### config.mk
export PLATFORM = sky130hd
export DESIGN_NAME = sqrt_engine
export DESIGN_NICKNAME = d
export VERILOG_FILES = /design/src/rtl/sqrt_pkg.sv /design/src/rtl/sqrt_round_sat.sv /design/src/rtl/sqrt_engine.sv
export SDC_FILE = /design/constraint.sdc
export NUM_CORES = 1
export LEC_CHECK = 0
export ABC_AREA = 1
export ABC_CLOCK_PERIOD_IN_PS = 5900
export CAP_MARGIN = 40
export CORE_MARGIN = 2
export CORE_UTILIZATION = 35
export CTS_CLUSTER_SIZE = 12
export DETAILED_ROUTE_END_ITERATION = 6
export PLACE_DENSITY_LB_ADDON = 0.08
export SYNTH_ARGS = -nofsm -noshare
export SYNTH_HDL_FRONTEND = slang
export SYNTH_SLANG_ARGS = --single-unit
### constraint.sdc
create_clock -name clk -period 5.9 [get_ports clk]
set_input_delay 1.475 -clock clk [delete_from_list [all_inputs] [get_ports clk]]
set_output_delay 1.475 -clock clk [all_outputs]
set_load 0.05 [all_outputs]
### src/rtl/sqrt_pkg.sv
// Shared types and width helpers for the square-root engine.
package sqrt_pkg;

    // Engine control states.
    typedef enum logic [1:0] {
        IDLE = 2'd0,
        CALC = 2'd1,
        DONE = 2'd2
    } state_e;

    // Root width: integer half of the radicand plus the fractional bits.
    function automatic int res_w(input int in_w, input int frac_w);
        return in_w / 2 + frac_w;
    endfunction

    // Iteration counter width; never narrower than one bit.
    function automatic int cnt_w(input int root_w);
        return (root_w > 1) ? $clog2(root_w) : 1;
    endfunction

endpackage

### src/rtl/sqrt_round_sat.sv
// Combinational rounding stage: optional round-to-nearest of the integer
// root with saturation at the top of the root range.
module sqrt_round_sat
    import sqrt_pkg::*;
#(
    parameter int RES_W = 16
) (
    input  logic [RES_W-1:0] root_i,
    input  logic [RES_W:0]   rem_i,
    input  logic             round_mode_i,
    output logic [RES_W-1:0] sqrt_o
);

    logic round_up;

    // Round up when the remainder exceeds the root (X is nearer (R+1)^2);
    // a root of all-ones cannot grow, so it saturates in place.
    always_comb begin
        round_up = round_mode_i && (rem_i > {1'b0, root_i});
        if (round_up && !(&root_i)) begin
            sqrt_o = root_i + RES_W'(1);
        end else begin
            sqrt_o = root_i;
        end
    end

endmodule

### src/rtl/sqrt_engine.sv
// Sequential restoring square-root engine. One root bit per cycle, MSB
// first, over X = in * 4^FRAC_W. The result is registered once the last
// bit is known, so out_valid rises RES_W+1 edges after the acceptance edge.
//
// Handshakes: a transfer happens on a rising edge where valid and ready
// are both high; valid never depends combinationally on ready, and the
// payload (sqrt/rem) is held stable while out_valid is high and out_ready
// is low.
module sqrt_engine
    import sqrt_pkg::*;
#(
    parameter int IN_W   = 16,
    parameter int FRAC_W = 8,
    localparam int RES_W = res_w(IN_W, FRAC_W)
) (
    input  logic             clk,
    input  logic             rst,
    input  logic             in_valid,
    output logic             in_ready,
    input  logic [IN_W-1:0]  in,
    input  logic             round_mode,
    output logic             out_valid,
    input  logic             out_ready,
    output logic [RES_W-1:0] sqrt,
    output logic [RES_W:0]   rem,
    output logic             busy
);

    localparam int X_W   = 2 * RES_W;
    localparam int CNT_W = cnt_w(RES_W);
    localparam int ACC_W = RES_W + 3;

    state_e           state_q, state_d;
    logic [X_W-1:0]   x_q, x_d;
    logic [RES_W-1:0] root_q, root_d;
    logic [RES_W:0]   part_rem_q, part_rem_d;
    logic [CNT_W-1:0] cnt_q, cnt_d;
    logic             iter_done_q, iter_done_d;
    logic             round_q, round_d;
    logic [RES_W-1:0] sqrt_q, sqrt_d;
    logic [RES_W:0]   rem_q, rem_d;

    logic [ACC_W-1:0] rem_shift;
    logic [ACC_W-1:0] trial_sub;
    logic             trial_ok;
    logic [RES_W:0]   trial_diff;
    logic [RES_W-1:0] rounded;

    // One restoring step: bring down the next radicand bit pair and try
    // subtracting {root,01}. The true difference always fits RES_W+1 bits,
    // so the subtraction is done modulo 2^(RES_W+1) once the compare passes.
    always_comb begin
        rem_shift  = {part_rem_q, x_q[X_W-1 -: 2]};
        trial_sub  = {1'b0, root_q, 2'b01};
        trial_ok   = (rem_shift >= trial_sub);
        trial_diff = rem_shift[RES_W:0] - trial_sub[RES_W:0];
    end

    sqrt_round_sat #(
        .RES_W(RES_W)
    ) u_round_sat (
        .root_i      (root_q),
        .rem_i       (part_rem_q),
        .round_mode_i(round_q),
        .sqrt_o      (rounded)
    );

    // Next-state and handshake outputs. CALC spends RES_W cycles on the
    // iteration and one more registering the rounded result into sqrt/rem.
    always_comb begin
        state_d     = state_q;
        x_d         = x_q;
        root_d      = root_q;
        part_rem_d  = part_rem_q;
        cnt_d       = cnt_q;
        iter_done_d = iter_done_q;
        round_d     = round_q;
        sqrt_d      = sqrt_q;
        rem_d       = rem_q;
        in_ready    = 1'b0;
        out_valid   = 1'b0;

        case (state_q)
            IDLE: begin
                in_ready = 1'b1;
                if (in_valid) begin
                    x_d         = X_W'(in) << (2 * FRAC_W);
                    round_d     = round_mode;
                    root_d      = '0;
                    part_rem_d  = '0;
                    cnt_d       = CNT_W'(RES_W - 1);
                    iter_done_d = 1'b0;
                    state_d     = CALC;
                end
            end
            CALC: begin
                if (!iter_done_q) begin
                    x_d        = x_q << 2;
                    root_d     = (root_q << 1) | RES_W'(trial_ok);
                    part_rem_d = trial_ok ? trial_diff : rem_shift[RES_W:0];
                    if (cnt_q == '0) begin
                        iter_done_d = 1'b1;
                    end else begin
                        cnt_d = cnt_q - CNT_W'(1);
                    end
                end else begin
                    sqrt_d  = rounded;
                    rem_d   = part_rem_q;
                    state_d = DONE;
                end
            end
            DONE: begin
                out_valid = 1'b1;
                if (out_ready) begin
                    state_d = IDLE;
                end
            end
            default: begin
                state_d = IDLE;
            end
        endcase
    end

    // State and datapath registers; reset aborts any operation in flight.
    always_ff @(posedge clk or posedge rst) begin
        if (rst) begin
            state_q     <= IDLE;
            x_q         <= '0;
            root_q      <= '0;
            part_rem_q  <= '0;
            cnt_q       <= '0;
            iter_done_q <= 1'b0;
            round_q     <= 1'b0;
            sqrt_q      <= '0;
            rem_q       <= '0;
        end else begin
            state_q     <= state_d;
            x_q         <= x_d;
            root_q      <= root_d;
            part_rem_q  <= part_rem_d;
            cnt_q       <= cnt_d;
            iter_done_q <= iter_done_d;
            round_q     <= round_d;
            sqrt_q      <= sqrt_d;
            rem_q       <= rem_d;
        end
    end

    assign sqrt = sqrt_q;
    assign rem  = rem_q;
    assign busy = (state_q != IDLE);

endmodule

* Word-level counts from Yosys, hierarchy flattened
Cells that the tools add are included.
** Operators by class
- $add $sub $neg :: 3
- Multipliers :: 0
- Divide/modulo/power cells :: 0
- Order comparisons :: 2
- Equality and inequality tests :: 7
- Shift operators :: 0
- Muxes and demuxes :: 25
- Bitwise operators :: 1
- Reductions and logical operators :: 14
** Operator list (count)
- 32-bit two-way mux :: 2
- 32-bit case mux with 2 select lines :: 1
- 17-bit two-way mux :: 3
- 16-bit two-way mux :: 3
- 17-bit case mux with 2 select lines :: 1
- 16-bit case mux with 2 select lines :: 1
- 19-bit by 18-bit >= comparator with 1-bit output :: 1
- 17-bit by 16-bit > comparator with 1-bit output :: 1
- 17-bit subtractor :: 1
- 16-bit by 1-bit adder with 16-bit output, second input constant :: 1
- 16-bit by 1-bit OR with 16-bit output :: 1
- 16-bit AND reduction :: 1
- 4-bit two-way mux :: 3
- 2-bit inequality test, second input constant :: 5
- 4-bit case mux with 2 select lines :: 1
- 2-bit two-way mux :: 3
- 2-bit case mux with 3 select lines :: 1
- 2-bit AND reduction :: 3
- 3-bit AND reduction :: 2
- 1-bit two-way mux :: 5
- 4-bit logical NOT :: 1
- 4-bit AND reduction :: 1
- 2-bit nonzero test :: 2
- 4-bit by 1-bit subtractor with 4-bit output, second input constant :: 1
- other kinds (6) :: 7
** Word-level totals
- Register bits after elaboration :: 106
- Latch bits :: 0
- RAM bits :: 0
- ROM bits :: 0
- Bits of input ports :: 21
- Logic and storage cells :: 61
- Memories :: 0

* Longest topological paths before layout
Gate-level depths: netlist of run 1.
- Word-level depth :: 4
- Depth in mapped cells :: 16

* By module
Synthesis of run 1 repeated with hierarchy kept, for this count alone.
** Unflattened totals
- Cell total of the unflattened synthesis :: 806
- Area, all modules :: 6068.3 um2
** By module, submodules not included
- sqrt_engine :: instances 1, cells each 612, area an instance 4944.7 um2, seq. area each 2252.2 um2
- sqrt_round_sat :: instances 1, cells each 194, area an instance 1123.6 um2, seq. area each 0.0 um2

* Worst setup path before layout of run 1
OpenSTA, ideal clock, no wires.
- Path type :: register to output
- Start point :: register state_q[1]
- End point :: output busy
- Data arrival time :: 1.599 ns
- Path slack :: 2.826 ns
- Stages on the path, launching flop included :: 3
- Buffers on the path :: 0
- Cell sequence :: dfrtp_1 nor2_1 inv_1
** On the way
- Word-level cells in the longest chain between the ends :: 1
** Ends and longest elaborated chain
- start: declaration :: RTL line sqrt_engine.sv:33 : state_e state_q, state_d;
- start signal: assignment :: RTL line sqrt_engine.sv:137 : state_q <= state_d;
- 2-bit nonzero test :: RTL line sqrt_engine.sv:151 : assign busy = (state_q != IDLE);
- end: declaration :: RTL line sqrt_engine.sv:26 : output logic busy
Every way passes these cells.

* Final worst setup path of run 1
- Start point :: register state_q[1]
- End point :: output in_ready
** On the way
- Word-level cells in the longest chain between the ends :: 2
** Ends and longest elaborated chain
- 2-bit logical NOT :: RTL line sqrt_engine.sv:83 : case (state_q)
- 1-bit two-way mux :: RTL line sqrt_engine.sv:83
- end: declaration :: RTL line sqrt_engine.sv:19 : output logic in_ready,
Every way passes these cells.

==> results.ini, run 1 <==
[worst_setup_path]
worstPathArrival_ns = 1.81
critPathSlowestCell = clkdlybuf4s50_1
critical_path_class = flop to output port
start_kind = flop
path_delay_family = buffers and inverters
path_cells = nor2_1 -> clkdlybuf4s50_1
critPathBufInv = 1
path_max_fanout = 3
cp.required_ns = 4.43
end_kind = output port
critical-path-max-stage-delay_ns = 0.85

[power_and_ir_drop]
cellPowerDensity_mw_per_mm2 = 583
ir_drop_mv = 0.298
combPwrFrac_pct = 59.8
fin_total_pwr_mw = 3.76
leakagePower_nw = 3.16
p_clk_share_pct = 15.8
p_seq_share_pct = 24.4
swShare_pct = 50.3
p_int_mw = 1.87
switchingPower_mw = 1.89

[final_layout]
insertedDiodeCount = 0
nets = 824
post_layout_nonfiller_instances = 975
areaGrowthSynthToFinish_pct = 19.5
layout-drive-gt1-share_pct = 4.96

[global_route]
grt.busiest_layer = met2
antenna_found_initial = 0
overflow = 0
grt_max_degree = 47
grt_pass1_wl_mm = 23.8
gr-usage-met1_pct = 26.4
met3_usage_pct = 2.42
grt_use_met2_pct = 28.3
grt_util_all_layers_pct = 18.3
grt_pass1_vias = 4769

[timing]
final_max_slew_viol_count = 0
setup-tns-final_ns = 0
layout_min_cycle_time_ns = 3.29
fin_skew_ns = 0.00882
slew_headroom_pct = 39.7
worstMarginPinSlew_ns = 0.902
fmax_mhz = 304
worst_slack_ns = 2.61
timing.final.crit_share_pct = 55.7
rsz0062_at_grt = no
finalHoldViolCount = 0
setup_viol = 0
hold_slack_ns = 0.469

[placed_design]
dp_cells = 959
port_buffers = 56
dp_slack_ns = 2.52
dp_hpwl_mm = 10.4
gp_congestion = 0.907

[synthesis]
synth_top_area_share_pct = 41.8
post_synth_instance_area_mm2 = 0.00539
netlist_instances = 735
yosys.cell_types.count = 35
syn_avg_cell_area_um2 = 7.33
synth-seq-cells = 90
ys_seq_area_share_pct = 41.8
synth_fp_nets = 777
yosysTopAreaCell = dfrtp_1
ys_top_cells_by_area = dfrtp_1 42%, nand2_1 15%, nand3_1 9.8%
yosys_warnings = 0

[worst_hold_path]
hold_path.class = flop to flop

[die]
die_area_mm2 = 0.0164
io_pins = 57
core-area_mm2 = 0.0151
fp-row-count = 45
start_util_pct = 35.6
die_w_um = 128
die_height_um = 128

[clock_network]
cts_tree = done
clock_sinks = 90
cts.path.max_buffers = 2
numCtsBuffers = 9
clock_latency_ns = 0.35
root_buffer = clkbuf_16
htreeDepth = 3
cts.reportedPaths.clkPinSlew_ns = 0.07
cts_post_setup_buffers_inserted = 0
postCtsHoldBufs = 0
ctsResizeCount = 0

[drt]
routed_via_density = 5.00
drt-pass1-iter-count = 5
drt_iter0_markers = 383
via_count = 4873
antenna_left = 0
wl_mm = 13.9
drcViolationCount = 0
routedWlPerCell_um = 14.3

[status]
status = finished clean

[run]
cap_violations = 0

per-layer routing:
metal | vias to the layer above | part of all wire, %
li1 | 2504 | -
met1 | 2279 | 52
met2 | 75 | 44
met3 | 15 | 2.3
met4 | 0 | 1.6
met5 | - | 0
cell families after synthesis:
kind of cell	synth area share, %
DFF	41.8
AOI/OAI and AO/OA	10.0
and+or+nand+nor	32.5
adders and majority gates	4.87
xor gates and xnor gates	1.62
buffers and inverters	9.15
worst register-to-register path, delay by kind of cell, from the launching register on:
family | cells | cell delay (ns)
AND/OR/NAND/NOR | 11 | 1.90
flip-flops | 1 | 0.46
adder cells (fa/ha/maj) | 1 | 0.39
buffers and inverters | 1 | 0.18
stage by stage:
step / area [um2] / utilization, %
global placement: 6080 / 40.1
floorplan: 5390 / -
detailed placement: 6140 / 40.5
finish: 6440 / 42.5
CTS: 6440 / 42.5
global route: 6440 / 42.5
power by group through the flow:
| stage | registers, mW | logic, mW | clock network (mW) |
|---|---|---|---|
| floorplan | 1.11 | 1.53 | 0 |
| global placement | 0.925 | 2.20 | 0 |
| detailed placement | 0.927 | 2.25 | 0 |
| CTS | 0.918 | 2.27 | 0.612 |
| global route | 0.939 | 2.56 | 0.630 |
| finish | 0.917 | 2.25 | 0.593 |
cells in the final DEF (no fill, tap or decap), types with 2 or more instances in the layout:
cell type	n
clkinvlp_4	3
inv_1	89
xor2_1	3
nor2_4	2
nand2_1	213
nand3_1	106
nor2_2	4
a31oi_1	2
o21ai_0	60
xnor2_1	7
o21bai_1	2
nor3_1	3
o21ai_1	4
inv_2	6
buf_4	3
a21oi_1	13
dfrtp_1	90
ha_1	21
buf_12	3
nand4_1	22
nor2_1	35
and2_1	2
clkbuf_16	9
o211ai_1	14
clkdlybuf4s50_1	56
synth_stat cells:
cell type / instances
nand2_1: 213
nand3_1: 106
dfrtp_1: 90
inv_1: 90
o21ai_0: 60
nor2_1: 35
nand4_1: 22
ha_1: 21
o211ai_1: 14
a21oi_1: 13
clkbuf_1: 10
buf_2: 7
xnor2_1: 7
inv_2: 6
buf_1: 4
nor2_2: 4
o21ai_1: 4
buf_4: 3
nor3_1: 3
xor2_1: 3
a31oi_1: 2
and2_1: 2
buf_6: 2
nor2_4: 2
o21bai_1: 2
a21o_1: 1
nand2_2: 1
nand2_8: 1
nand3_2: 1
nand3b_1: 1
nor2_8: 1
nor3_2: 1
nor4_1: 1
o21a_1: 1
o31ai_1: 1
flip-flops by register name (all words and copies together), names as in the netlist:
register,flops
cnt_q,4
iter_done_q,1
part_rem_q,17
rem,17
root_q,16
round_q,1
sqrt,16
state_q,2
x_q,16
final cells by class:
class | count | area (um2)
clock inverter | 5 | 61.3
tap | 188 | 235
multi-input combinational | 523 | 2650
timing repair buffer | 62 | 643
sequential | 90 | 2250
inverter | 96 | 362
fill | 1565 | 8700
clock buffer | 11 | 243
worst paths after layout:
kind | start | slack, ns | to | depth (start not counted)
worst max-delay path | state_q[1] | 2.61 | in_ready | 2
worst min-delay path | rem[16] | 0.47 | rem[16] | 2
worst max register to register | root_q[5] | 2.85 | sqrt[13] | 13
worst min register to register | rem[16] | 0.47 | rem[16] | 2
max in group asynchronous | rst | 3.59 | rem[10] | 3
min in group asynchronous | rst | 1.44 | cnt_q[3] | 2
No activity file was read; power rests on OpenSTA's default activity.
==> inputs of run 2 (changes only) <==
--- a/config.mk
+++ b/config.mk
@@ -6,7 +6,7 @@
 export NUM_CORES = 1
 export LEC_CHECK = 0
 export ABC_AREA = 1
-export ABC_CLOCK_PERIOD_IN_PS = 5900
+export ABC_CLOCK_PERIOD_IN_PS = 3200
 export CAP_MARGIN = 40
 export CORE_MARGIN = 2
 export CORE_UTILIZATION = 35
==> constraint.sdc (replaced) <==
create_clock -name clk -period 3.2 [get_ports clk]
set_input_delay 0.8 -clock clk [delete_from_list [all_inputs] [get_ports clk]]
set_output_delay 0.8 -clock clk [all_outputs]
set_load 0.05 [all_outputs]
==> run 2 against run 1 <==
Die area stayed put. Largest cell class unchanged. Global-route usage fell by 0.14 points. Count of clock-buffer cells in the layout increased by 3. Combinational power is 85% higher. Wire length fell by 1.8%. Via count shrank 0.18%. Core utilization is 0.066 points lower. Final cell count is 0.72% higher. Setup slack worse by 2.0 ns. Sequential cell count unchanged. Worst hold slack better by 0.0017 ns.
==> results.ini, run 2 (synthesis results as in run 1) <==
[drt]
antenna_left = 0  ; unchanged
routed_via_density = 4.95  ; was 5.00
drt_iter0_markers = 347  ; was 383
routedWlPerCell_um = 13.9  ; was 14.3 um
wl_mm = 13.6  ; was 13.9 mm
via_count = 4864  ; was 4873
drcViolationCount = 0  ; unchanged
drt-pass1-iter-count = 5  ; unchanged

[final_layout]
layout_commonest_cell = nand2_1  ; unchanged
nets = 831  ; was 824
layout-drive-gt1-share_pct = 5.42  ; was 4.96%
final_cell_mix = 213 x nand2_1, 106 x nand3_1, 90 x dfrtp_1, 89 x inv_1, 60 x o21ai_0  ; unchanged
post_layout_nonfiller_instances = 982  ; was 975
fin_util_pct = 42.5  ; about the same
areaGrowthSynthToFinish_pct = 19.3  ; was 19.5%
insertedDiodeCount = 0  ; unchanged

[status]
status = finished clean  ; unchanged

[power_and_ir_drop]
cellPowerDensity_mw_per_mm2 = 1070  ; was 583 mW/mm2
ir_drop_mv = 0.430  ; was 0.298 mV
p_clk_share_pct = 14.5  ; was 15.8%
p_seq_share_pct = 24.8  ; was 24.4%
combPwrFrac_pct = 60.7  ; was 59.8%
leakagePower_nw = 3.18  ; was 3.16 nW
switchingPower_mw = 3.44  ; was 1.89 mW
p_int_mw = 3.41  ; was 1.87 mW
swShare_pct = 50.2  ; was 50.3%

[timing]
layout_min_cycle_time_ns = 2.58
hold_slack_ns = 0.471  ; was 0.469 ns
timing.final.crit_share_pct = 80.7
worstMarginPinSlew_ns = 0.731  ; was 0.902 ns
fmax_mhz = 387
slew_headroom_pct = 51.2  ; was 39.7%
fin_skew_ns = 0.00867  ; was 0.00882 ns
finalHoldViolCount = 0  ; unchanged
rsz0062_at_grt = no  ; unchanged
final_max_slew_viol_count = 0  ; unchanged
setup_viol = 0  ; unchanged
setup-tns-final_ns = 0  ; unchanged

[placed_design]
dp_hpwl_mm = 10.2  ; was 10.4 mm
dp_cells = 966  ; was 959
port_buffers = 56  ; unchanged
gp_congestion = 0.833  ; was 0.907

[clock_network]
cts_post_setup_buffers_inserted = 0  ; unchanged
cts.path.max_buffers = 2  ; unchanged
clock_latency_ns = 0.35  ; about the same
clock_sinks = 90  ; unchanged
htreeDepth = 3  ; unchanged
cts_tree = done  ; unchanged
cts.reportedPaths.clkPinSlew_ns = 0.06  ; was 0.07 ns
root_buffer = clkbuf_16  ; unchanged
postCtsHoldBufs = 0  ; unchanged
ctsResizeCount = 0  ; unchanged
numCtsBuffers = 9  ; unchanged

[global_route]
antenna_found_initial = 0  ; unchanged
grt_pass1_wl_mm = 23.5  ; was 23.8 mm
grt_max_degree = 55  ; was 47
overflow = 0  ; unchanged
grt_pass1_vias = 4724  ; was 4769
grt_util_all_layers_pct = 18.2  ; was 18.3%

[die]
die_height_um = 128  ; unchanged
die_area_mm2 = 0.0164  ; unchanged
start_util_pct = 35.6  ; unchanged
io_pins = 57  ; unchanged
core-area_mm2 = 0.0151  ; unchanged
fp-row-count = 45  ; unchanged
die_w_um = 128  ; unchanged

[worst_setup_path]
critical_path_class = flop to output port  ; unchanged
startpoint = state_q[1]  ; unchanged
r2r-start = root_q[8]  ; was root_q[5]
start_kind = flop  ; unchanged
path_max_fanout = 3  ; unchanged
end_kind = output port  ; unchanged
worstPathArrival_ns = 1.78  ; was 1.81 ns
cp.required_ns = 2.40  ; was 4.43 ns
rr_worst_depth = 12  ; was 13

[run]
cap_violations = 0  ; unchanged

[worst_hold_path]
hold_path.class = flop to flop  ; unchanged
holdCritStartpoint = rem[14]  ; was rem[16]
min_delay_path_depth = 2  ; unchanged

==> run 2: metal layers <==
layer,global-route usage (%),part of all wire [%]
met5,0,0
met4,7.30,2.1
met3,2.67,3.0
met2,27.7,44
met1,26.0,51
==> run 2: power by group through the flow <==
stage	combinational [mW]	sequential, mW	clock [mW]
global placement	4.15	1.71	0
global route	4.73	1.74	1.07
floorplan	2.82	2.05	0
detailed placement	4.16	1.72	0
CTS	4.19	1.70	1.03
finish	4.16	1.70	0.991
==> run 2: worst max-delay path, stage by stage (launching register included) <==
cell and delay [ns]:
dfrtp_1 0.42, nor2_1 0.18, clkdlybuf4s50_1 0.83
==> run 2: final timing paths <==
check,slack (ns),to
setup / recovery,0.62,in_ready
hold / removal,0.47,rem[14]
setup reg to reg,0.67,part_rem_q[16]
hold reg to reg,0.47,rem[14]
max in group asynchronous,1.92,rem[9]
min in group asynchronous,0.65,state_q[1]
==> run 2: layout make-up <==
class | count | area [um2]
clock buffer | 14 | 254
clock inverter | 2 | 12.5
fill | 1520 | 8710
inverter | 96 | 362
multi-input combinational | 523 | 2650
sequential | 90 | 2250
tap | 188 | 235
timing repair buffer | 69 | 671
==> run 2: through the flow <==
step	power, mW	worst slack, ns	instance area [um2]
3_5_place_dp	5.88	0.485	6160
2_1_floorplan	4.87	0.0647	5390
5_1_grt	7.54	0.407	6430
4_1_cts	6.92	0.600	6430
6_report	6.86	0.619	6430
3_3_place_gp	5.86	0.554	6160
